File: src/rtl/spi_frame_collector_pkg.sv
// Shared types for the SPI frame collector: FSM state enum, packet flag indices,
// default widths and the phase-sequencing helper.
package spi_frame_collector_pkg;

    localparam int DEF_CMD_W  = 32;
    localparam int DEF_ADDR_W = 32;
    localparam int DEF_DATA_W = 32;

    localparam int FLAG_CMD  = 0;
    localparam int FLAG_ADDR = 1;
    localparam int FLAG_DATA = 2;

    typedef enum logic [2:0] {
        ST_IDLE,
        ST_CMD,
        ST_ADDR,
        ST_DUMMY,
        ST_DATA,
        ST_DONE
    } state_e;

    // First phase after 'cur' whose latched length is non-zero; later
    // assignments override earlier ones, so the nearest phase wins.
    function automatic state_e next_phase(input state_e cur,
                                          input logic   cmd_nz,
                                          input logic   addr_nz,
                                          input logic   dummy_nz,
                                          input logic   data_nz);
        state_e nxt;
        nxt = ST_DONE;
        if (data_nz && (cur inside {ST_IDLE, ST_CMD, ST_ADDR, ST_DUMMY})) nxt = ST_DATA;
        if (dummy_nz && (cur inside {ST_IDLE, ST_CMD, ST_ADDR}))          nxt = ST_DUMMY;
        if (addr_nz && (cur inside {ST_IDLE, ST_CMD}))                    nxt = ST_ADDR;
        if (cmd_nz && (cur == ST_IDLE))                                   nxt = ST_CMD;
        return nxt;
    endfunction

endpackage

File: src/rtl/spi_frame_collector_if.sv
// Packet output bus of the SPI frame collector (master = collector, slave = consumer).
interface spi_frame_collector_if #(
    parameter int CMD_W  = 32,
    parameter int ADDR_W = 32,
    parameter int DATA_W = 32
);
    // Handshake: a packet transfers on a cycle where pkt_valid && pkt_ready.
    // Once pkt_valid is high it and the payload stay stable until that transfer;
    // pkt_ready may be asserted at any time, including before pkt_valid.
    logic              pkt_valid;
    logic              pkt_ready;
    logic [CMD_W-1:0]  pkt_cmd;
    logic [ADDR_W-1:0] pkt_addr;
    logic [DATA_W-1:0] pkt_data;
    logic [2:0]        pkt_flag;
    logic [31:0]       pkt_bit_count;

    modport master (
        output pkt_valid, pkt_cmd, pkt_addr, pkt_data, pkt_flag, pkt_bit_count,
        input  pkt_ready
    );

    modport slave (
        input  pkt_valid, pkt_cmd, pkt_addr, pkt_data, pkt_flag, pkt_bit_count,
        output pkt_ready
    );
endinterface

File: src/rtl/spi_pin_sync.sv
// Two-flop synchronizers for the SPI pins plus edge pulses on the synchronized
// sclk and csn. Everything clears to 0, so a csn held low through reset shows no falling edge.
module spi_pin_sync (
    input  logic clk,
    input  logic rst,
    input  logic sclk_i,
    input  logic csn_i,
    input  logic mosi_i,
    output logic csn_o,
    output logic mosi_o,
    output logic sclk_rise_o,
    output logic sclk_fall_o,
    output logic csn_rise_o,
    output logic csn_fall_o
);
    logic [1:0] sclk_q;
    logic [1:0] csn_q;
    logic [1:0] mosi_q;
    logic       sclk_prev_q;
    logic       csn_prev_q;

    always_ff @(posedge clk) begin
        if (rst) begin
            sclk_q      <= 2'b00;
            csn_q       <= 2'b00;
            mosi_q      <= 2'b00;
            sclk_prev_q <= 1'b0;
            csn_prev_q  <= 1'b0;
        end else begin
            sclk_q      <= {sclk_q[0], sclk_i};
            csn_q       <= {csn_q[0], csn_i};
            mosi_q      <= {mosi_q[0], mosi_i};
            sclk_prev_q <= sclk_q[1];
            csn_prev_q  <= csn_q[1];
        end
    end

    assign csn_o       = csn_q[1];
    assign mosi_o      = mosi_q[1];
    assign sclk_rise_o = sclk_q[1] & ~sclk_prev_q;
    assign sclk_fall_o = ~sclk_q[1] & sclk_prev_q;
    assign csn_rise_o  = csn_q[1] & ~csn_prev_q;
    assign csn_fall_o  = ~csn_q[1] & csn_prev_q;

endmodule

File: src/rtl/spi_frame_collector.sv
// SPI frame collector: splits each chip-select frame into cmd/addr/dummy/data fields
// and emits one packet per frame. SPI_FRAME_COLLECTOR_SAMPLE_FALL_EN selects falling-edge capture.
module spi_frame_collector
    import spi_frame_collector_pkg::*;
#(
    parameter int CMD_W  = DEF_CMD_W,
    parameter int ADDR_W = DEF_ADDR_W,
    parameter int DATA_W = DEF_DATA_W
) (
    input  logic        clk,
    input  logic        rst,
    input  logic        spi_sclk,
    input  logic        spi_csn,
    input  logic        spi_mosi,
    input  logic [5:0]  cfg_cmd_len,
    input  logic [5:0]  cfg_addr_len,
    input  logic [15:0] cfg_dummy_len,
    input  logic [15:0] cfg_data_len,
    spi_frame_collector_if.master pkt,
    output logic        overflow,
    output state_e      dbg_state_o
);
    logic csn_s, mosi_s, sclk_rise, sclk_fall, csn_rise, csn_fall;
    logic sample;

    spi_pin_sync u_sync (
        .clk         (clk),
        .rst         (rst),
        .sclk_i      (spi_sclk),
        .csn_i       (spi_csn),
        .mosi_i      (spi_mosi),
        .csn_o       (csn_s),
        .mosi_o      (mosi_s),
        .sclk_rise_o (sclk_rise),
        .sclk_fall_o (sclk_fall),
        .csn_rise_o  (csn_rise),
        .csn_fall_o  (csn_fall)
    );

`ifdef SPI_FRAME_COLLECTOR_SAMPLE_FALL_EN
    // A falling edge only counts once the frame has seen a rising edge.
    logic seen_rise_q, seen_rise_d;

    always_comb begin
        seen_rise_d = seen_rise_q;
        if (csn_fall) begin
            seen_rise_d = 1'b0;
        end else if (sclk_rise && !csn_s) begin
            seen_rise_d = 1'b1;
        end
    end

    always_ff @(posedge clk) begin
        if (rst) begin
            seen_rise_q <= 1'b0;
        end else begin
            seen_rise_q <= seen_rise_d;
        end
    end

    assign sample = sclk_fall && !csn_s && seen_rise_q;
`else
    logic unused_sclk_fall;
    assign unused_sclk_fall = sclk_fall;
    assign sample = sclk_rise && !csn_s;
`endif

    state_e            state_q, state_d;
    logic [15:0]       cnt_q, cnt_d, cnt_inc, cur_len;
    logic [5:0]        cmd_len_q, cmd_len_d, addr_len_q, addr_len_d;
    logic [15:0]       dummy_len_q, dummy_len_d, data_len_q, data_len_d;
    logic [CMD_W-1:0]  cmd_q, cmd_d;
    logic [ADDR_W-1:0] addr_q, addr_d;
    logic [DATA_W-1:0] data_q, data_d;
    logic [2:0]        flag_q, flag_d;
    logic [31:0]       bit_cnt_q, bit_cnt_d;
    logic              out_valid_q, out_valid_d;
    logic [CMD_W-1:0]  out_cmd_q, out_cmd_d;
    logic [ADDR_W-1:0] out_addr_q, out_addr_d;
    logic [DATA_W-1:0] out_data_q, out_data_d;
    logic [2:0]        out_flag_q, out_flag_d;
    logic [31:0]       out_bit_cnt_q, out_bit_cnt_d;
    logic              overflow_q, overflow_d;
    state_e            phase_next;

    assign cnt_inc = cnt_q + 16'd1;

    always_comb begin
        cur_len = 16'd0;
        case (state_q)
            ST_CMD:   cur_len = {10'd0, cmd_len_q};
            ST_ADDR:  cur_len = {10'd0, addr_len_q};
            ST_DUMMY: cur_len = dummy_len_q;
            ST_DATA:  cur_len = data_len_q;
            default:  cur_len = 16'd0;
        endcase
    end

    assign phase_next = next_phase(state_q, cmd_len_q != 6'd0, addr_len_q != 6'd0,
                                   dummy_len_q != 16'd0, data_len_q != 16'd0);

    always_comb begin
        state_d       = state_q;
        cnt_d         = cnt_q;
        cmd_len_d     = cmd_len_q;
        addr_len_d    = addr_len_q;
        dummy_len_d   = dummy_len_q;
        data_len_d    = data_len_q;
        cmd_d         = cmd_q;
        addr_d        = addr_q;
        data_d        = data_q;
        flag_d        = flag_q;
        bit_cnt_d     = bit_cnt_q;
        out_valid_d   = out_valid_q;
        out_cmd_d     = out_cmd_q;
        out_addr_d    = out_addr_q;
        out_data_d    = out_data_q;
        out_flag_d    = out_flag_q;
        out_bit_cnt_d = out_bit_cnt_q;
        overflow_d    = 1'b0;

        if (out_valid_q && pkt.pkt_ready) begin
            out_valid_d = 1'b0;
        end

        if (state_q == ST_IDLE) begin
            if (csn_fall) begin
                cmd_len_d   = cfg_cmd_len;
                addr_len_d  = cfg_addr_len;
                dummy_len_d = cfg_dummy_len;
                data_len_d  = cfg_data_len;
                cnt_d       = 16'd0;
                cmd_d       = '0;
                addr_d      = '0;
                data_d      = '0;
                bit_cnt_d   = 32'd0;
                // Zero-length phases are skipped and count as already done.
                flag_d            = 3'b000;
                flag_d[FLAG_CMD]  = (cfg_cmd_len == 6'd0);
                flag_d[FLAG_ADDR] = (cfg_addr_len == 6'd0);
                flag_d[FLAG_DATA] = (cfg_data_len == 16'd0);
                state_d = next_phase(ST_IDLE, cfg_cmd_len != 6'd0, cfg_addr_len != 6'd0,
                                     cfg_dummy_len != 16'd0, cfg_data_len != 16'd0);
            end
        end else if (csn_rise) begin
            state_d = ST_IDLE;
            if (bit_cnt_q != 32'd0) begin
                if (!out_valid_q || pkt.pkt_ready) begin
                    out_valid_d   = 1'b1;
                    out_cmd_d     = cmd_q;
                    out_addr_d    = addr_q;
                    out_data_d    = data_q;
                    out_flag_d    = flag_q;
                    out_bit_cnt_d = bit_cnt_q;
                end else begin
                    overflow_d = 1'b1;
                end
            end
        end else if (sample) begin
            if (bit_cnt_q != 32'hFFFF_FFFF) begin
                bit_cnt_d = bit_cnt_q + 32'd1;
            end
            case (state_q)
                ST_CMD:   cmd_d  = {cmd_q[CMD_W-2:0], mosi_s};
                ST_ADDR:  addr_d = {addr_q[ADDR_W-2:0], mosi_s};
                ST_DATA:  data_d = {data_q[DATA_W-2:0], mosi_s};
                default:  ;
            endcase
            if (state_q != ST_DONE) begin
                if (cnt_inc == cur_len) begin
                    cnt_d   = 16'd0;
                    state_d = phase_next;
                    case (state_q)
                        ST_CMD:  flag_d[FLAG_CMD]  = 1'b1;
                        ST_ADDR: flag_d[FLAG_ADDR] = 1'b1;
                        ST_DATA: flag_d[FLAG_DATA] = 1'b1;
                        default: ;
                    endcase
                end else begin
                    cnt_d = cnt_inc;
                end
            end
        end
    end

    always_ff @(posedge clk) begin
        if (rst) begin
            state_q       <= ST_IDLE;
            cnt_q         <= 16'd0;
            cmd_len_q     <= 6'd0;
            addr_len_q    <= 6'd0;
            dummy_len_q   <= 16'd0;
            data_len_q    <= 16'd0;
            cmd_q         <= '0;
            addr_q        <= '0;
            data_q        <= '0;
            flag_q        <= 3'b000;
            bit_cnt_q     <= 32'd0;
            out_valid_q   <= 1'b0;
            out_cmd_q     <= '0;
            out_addr_q    <= '0;
            out_data_q    <= '0;
            out_flag_q    <= 3'b000;
            out_bit_cnt_q <= 32'd0;
            overflow_q    <= 1'b0;
        end else begin
            state_q       <= state_d;
            cnt_q         <= cnt_d;
            cmd_len_q     <= cmd_len_d;
            addr_len_q    <= addr_len_d;
            dummy_len_q   <= dummy_len_d;
            data_len_q    <= data_len_d;
            cmd_q         <= cmd_d;
            addr_q        <= addr_d;
            data_q        <= data_d;
            flag_q        <= flag_d;
            bit_cnt_q     <= bit_cnt_d;
            out_valid_q   <= out_valid_d;
            out_cmd_q     <= out_cmd_d;
            out_addr_q    <= out_addr_d;
            out_data_q    <= out_data_d;
            out_flag_q    <= out_flag_d;
            out_bit_cnt_q <= out_bit_cnt_d;
            overflow_q    <= overflow_d;
        end
    end

    assign pkt.pkt_valid     = out_valid_q;
    assign pkt.pkt_cmd       = out_cmd_q;
    assign pkt.pkt_addr      = out_addr_q;
    assign pkt.pkt_data      = out_data_q;
    assign pkt.pkt_flag      = out_flag_q;
    assign pkt.pkt_bit_count = out_bit_cnt_q;
    assign overflow          = overflow_q;
    assign dbg_state_o       = state_q;

endmodule

File: src/flat_wrapper.sv
// flat-port wrapper written by rule: the top's interface ports become plain ports
module spi_frame_collector_flat import spi_frame_collector_pkg::*;
#(
    parameter int CMD_W  = DEF_CMD_W,
    parameter int ADDR_W = DEF_ADDR_W,
    parameter int DATA_W = DEF_DATA_W
)
  (clk, rst, spi_sclk, spi_csn, spi_mosi, cfg_cmd_len, cfg_addr_len, cfg_dummy_len, cfg_data_len, overflow, dbg_state_o, pkt_pkt_valid, pkt_pkt_cmd, pkt_pkt_addr, pkt_pkt_data, pkt_pkt_flag, pkt_pkt_bit_count, pkt_pkt_ready);
  spi_frame_collector_if #(.CMD_W(CMD_W), .ADDR_W(ADDR_W), .DATA_W(DATA_W)) pkt_i ();
  input  logic clk;
  input  logic rst;
  input  logic spi_sclk;
  input  logic spi_csn;
  input  logic spi_mosi;
  input  logic [5:0] cfg_cmd_len;
  input  logic [5:0] cfg_addr_len;
  input  logic [15:0] cfg_dummy_len;
  input  logic [15:0] cfg_data_len;
  output logic overflow;
  output state_e dbg_state_o;
  output wire logic [$bits(pkt_i.pkt_valid)-1:0] pkt_pkt_valid;
  output wire logic [$bits(pkt_i.pkt_cmd)-1:0] pkt_pkt_cmd;
  output wire logic [$bits(pkt_i.pkt_addr)-1:0] pkt_pkt_addr;
  output wire logic [$bits(pkt_i.pkt_data)-1:0] pkt_pkt_data;
  output wire logic [$bits(pkt_i.pkt_flag)-1:0] pkt_pkt_flag;
  output wire logic [$bits(pkt_i.pkt_bit_count)-1:0] pkt_pkt_bit_count;
  input wire logic [$bits(pkt_i.pkt_ready)-1:0] pkt_pkt_ready;
  assign pkt_pkt_valid = pkt_i.pkt_valid;
  assign pkt_pkt_cmd = pkt_i.pkt_cmd;
  assign pkt_pkt_addr = pkt_i.pkt_addr;
  assign pkt_pkt_data = pkt_i.pkt_data;
  assign pkt_pkt_flag = pkt_i.pkt_flag;
  assign pkt_pkt_bit_count = pkt_i.pkt_bit_count;
  assign pkt_i.pkt_ready = pkt_pkt_ready;
  spi_frame_collector #(.CMD_W(CMD_W), .ADDR_W(ADDR_W), .DATA_W(DATA_W)) u_core (.clk(clk), .rst(rst), .spi_sclk(spi_sclk), .spi_csn(spi_csn), .spi_mosi(spi_mosi), .cfg_cmd_len(cfg_cmd_len), .cfg_addr_len(cfg_addr_len), .cfg_dummy_len(cfg_dummy_len), .cfg_data_len(cfg_data_len), .pkt(pkt_i), .overflow(overflow), .dbg_state_o(dbg_state_o));
endmodule
File: config.mk
export PLATFORM = sky130hd
export DESIGN_NAME = spi_frame_collector_flat
export DESIGN_NICKNAME = d
export VERILOG_FILES = /design/src/rtl/spi_frame_collector_pkg.sv /design/src/rtl/spi_frame_collector_if.sv /design/src/rtl/spi_pin_sync.sv /design/src/rtl/spi_frame_collector.sv /design/src/flat_wrapper.sv
export SDC_FILE = /design/constraint.sdc
export NUM_CORES = 1
export LEC_CHECK = 0
export ABC_AREA = 1
export CORE_AREA = 2 2 154 186
export DETAILED_ROUTE_END_ITERATION = 10
export DIE_AREA = 0 0 156 188
export PLACE_DENSITY = 0.78
export SLEW_MARGIN = 20
export SYNTH_ARGS = -nofsm -noshare
export SYNTH_HDL_FRONTEND = slang
export SYNTH_SLANG_ARGS = --single-unit
File: constraint.sdc
create_clock -name clk -period 4.1 [get_ports clk]
set_clock_uncertainty 0.1 [all_clocks]
set_input_delay 0.82 -clock clk [delete_from_list [all_inputs] [get_ports clk]]
set_output_delay 0.82 -clock clk [all_outputs]
set_load 0.05 [all_outputs]
==> run_results.csv <==
group,metric,value,unit
flow_run,cap_violations,0,
worst_setup_path,cp-start-kind,"register",
cts,numCtsBuffers,34,
yosys,synth_simple_gate_area_share,28.7,%
power_and_ir_drop,power.switching,0.00328,W
timing,drv_slew,0,
yosys,synth_nets,1966,
global_route,grt_pass1_wl,59.5,mm
routing,firstDrtPassIters,5,
floorplan,start_util,50.1,%
place,portBuffers,185,
worst_setup_path,critPathMaxStageDelay,0.95,ns
yosys,netlist_instances,1913,
global_route,grt_pass1_vias,12331,
cts,clk_latency,0.52,ns
cts,ctsHoldBuffers,0,
yosys,seq_area_frac_synth,48.5,%
routing,wl_per_cell,15.3,microns
worst_setup_path,worstSetupEndpointType,"output pin",
timing,post-route-min-period,3.15,ns
power_and_ir_drop,pwr-share-seq,39.6,%
timing,relSlewSlack,28.3,%
cts,cts.path.max_buffers,3,
cts,h-tree-depth,2,
routing,drt-initial-drc-count,838,
cts,cts-root-buf,"clkbuf_16",
power_and_ir_drop,ir_drop,0.359,mV
layout,nets,2091,
layout,layout-drive-gt1-share,4.95,%
cts,ctsResizeCount,0,
timing,tns,0,ns
layout,fill_cells,2513,
timing,fin_crit_sh,76.8,%
global_route,overflow,0,
routing,ant_nets,0,
timing,grt_setup_unrepaired,"no",
global_route,grt.total_usage,24.5,%
worst_setup_path,critPathBufInv,1,
floorplan,rows,67,
layout,fin_cells,2407,
power_and_ir_drop,pwr-share-comb,26.4,%
timing,fmax,0.318,GHz
worst_setup_path,path_delay_family,"buffers and inverters",
yosys,ys_types,39,
routing,via_per_inst,5.47,
floorplan,die-area,29300,sq um
global_route,grt_max_degree,128,
yosys,yosysTopAreaCell,"dfxtp_1",
cts,cts_num_sinks,335,
yosys,synth_area_leaders,"dfxtp_1 49%, nand2_1 12%, a21oi_1 8.8%",
yosys,synth_xor_area_share,0.887,%
worst_setup_path,cp.required,3.18,ns
yosys,synth_fa_ha_area_share,0.272,%
worst_setup_path,path_class,"reg2out",
place,dpl.cell_count,2347,
timing,worst_slew_pin_slew,1.08,ns
yosys,ys_ff_latch,335,
yosys,syn_area,13800,sq um
yosys,syn_avg_cell_area,7.22,sq um
cts,cts_setup_buffers,0,
worst_setup_path,cp.arrival,2.23,ns
yosys,synth_compound_area_share,15.1,%
floorplan,ioPinCount,186,
floorplan,core,27600,sq um
hold_path,hold_class,"reg2reg",
yosys,yosys_warnings,0,
timing,setup_viol_count_final,0,
power_and_ir_drop,p_int,0.00591,W
yosys,yosysTopAreaCellShare,48.5,%
power_and_ir_drop,cellPowerDensity,543,nW/um^2
power_and_ir_drop,clockPowerShare,33.9,%
power_and_ir_drop,sw_frac_of_total,35.7,%
layout,final_util,61.3,%
routing,wirelength,36.7,mm
yosys,synth_top_family_by_area,"simple AND/OR/NAND/NOR gates",
worst_setup_path,cp_cell_sequence,"clkdlybuf4s50_1",
layout,syn2layout_area_growth,22.4,%
floorplan,die_y,188,microns
worst_setup_path,critPathMaxFanout,13,
timing,hold_viol_final,0,
place,gp_congestion,0.940,
run_status,outcome,"finished, final reports clean",
place,hpwl,24.8,mm
cts,cts_tree,"yes",
cts,clk_pin_slew,0.06,ns
global_route,antenna_found_initial,0,
layout,diodes,0,
floorplan,die_x,156,microns
worst_setup_path,slowest_stage,"clkdlybuf4s50_1",
routing,post-route-drc-count,0,
power_and_ir_drop,leakagePower,5.89,nW
yosys,synthMuxAreaShare,0,%
routing,vias,13161,
[layout make-up]
| class | count | area, sq um | area share [%] |
|---|---|---|---|
| inverter | 116 | 438 | 2.59 |
| sequential | 335 | 6710 | 39.7 |
| multi-input combinational | 1350 | 6220 | 36.8 |
| clock inverter | 11 | 124 | 0.733 |
| clock buffer | 49 | 998 | 5.90 |
| tap | 345 | 432 | 2.55 |
| timing repair buffer | 201 | 1990 | 11.8 |
[routing by layer]
metal	GRT usage, %	part of all wire [%]
met2	42.7	49
met5	0	0
met1	30.8	43
met4	8.47	3.1
met3	3.51	5.1
[final timing paths]
path	startpoint	endpoint	slack [ns]	depth (start not counted)
hold reg to reg	u_core.u_sync.mosi_q[0]	u_core.u_sync.mosi_q[1]	0.31	2
setup reg to reg	u_core.bit_cnt_q[1]	u_core.bit_cnt_q[13]	1.09	11
hold / removal	u_core.u_sync.mosi_q[0]	u_core.u_sync.mosi_q[1]	0.31	2
setup / recovery	u_core.dbg_state_o[2]	dbg_state_o[2]	0.95	1
[sequential cells by signal (all words and copies together), names as in the netlist, 3 cells and up]
| name | cells |
|---|---|
| u_core.addr_q | 32 |
| u_core.bit_cnt_q | 32 |
| u_core.cmd_q | 32 |
| u_core.data_q | 32 |
| u_core.pkt.pkt_addr | 32 |
| u_core.pkt.pkt_bit_count | 32 |
| u_core.pkt.pkt_cmd | 32 |
| u_core.pkt.pkt_data | 32 |
| u_core.cnt_q | 16 |
| u_core.data_len_q | 16 |
| u_core.dummy_len_q | 16 |
| u_core.addr_len_q | 6 |
| u_core.cmd_len_q | 6 |
| u_core.dbg_state_o | 3 |
| u_core.flag_q | 3 |
| u_core.pkt.pkt_flag | 3 |
[layout by cell type (no fill, tap or decap), types with 3 or more instances in the layout]
master / count
nand2_1: 427
dfxtp_1: 335
nor2_1: 260
a21oi_1: 243
clkdlybuf4s50_1: 184
o21ai_0: 135
nand3_1: 116
inv_1: 105
nand4_1: 40
clkbuf_16: 35
nor4_1: 31
nor3_1: 24
buf_4: 15
inv_2: 10
o21ai_1: 10
xor2_1: 8
clkbuf_8: 7
clkinv_2: 7
clkbuf_1: 7
xnor2_1: 6
nor2_2: 6
nor3b_1: 5
nand3b_1: 5
o31ai_1: 4
o21bai_1: 4
nand2_2: 3
nand2_4: 3
ha_1: 3
[metrics by stage]
step           hold WS (ns)  total power (W)  setup slack, ns  instance area, sq um
2_1_floorplan         0.288          0.00548             1.70                 13800
3_3_place_gp          0.299          0.00604             1.00                 15800
3_5_place_dp          0.298          0.00611             1.00                 15800
4_1_cts               0.306          0.00921            0.949                 16900
5_1_grt               0.325          0.00965            0.794                 16900
6_report              0.306          0.00918            0.952                 16900
[cell usage after synthesis, drive strengths merged]
library cell  count
buf              34
a31oi             2
nor3             25
clkbuf           78
o21ai           146
xnor2             6
nor3b             5
o31ai             5
nand3b            5
a21oi           243
xor2              8
dfxtp           335
o21a              2
nor2            269
inv             116
or2               1
ha                3
o22ai             2
o21bai            4
a32o              1
nand3           118
nor4             31
nand4            40
a2bb2oi           1
nand2           433
[power groups by stage]
stage / Combinational [W] / Sequential, W / Clock [W]
floorplan: 0.00171 / 0.00377 / 0
global placement: 0.00234 / 0.00370 / 0
detailed placement: 0.00240 / 0.00371 / 0
CTS: 0.00241 / 0.00364 / 0.00316
global route: 0.00269 / 0.00366 / 0.00330
finish: 0.00243 / 0.00364 / 0.00311
[cell families after synthesis]
group | Yosys count
AO/OA/AOI/OAI | 406
XOR/XNOR | 14
adder cells (fa/ha/maj) | 3
buffers and inverters | 228
flip-flops | 335
AND/OR/NAND/NOR | 927
Note: power is estimated with default switching activity, not from simulation.
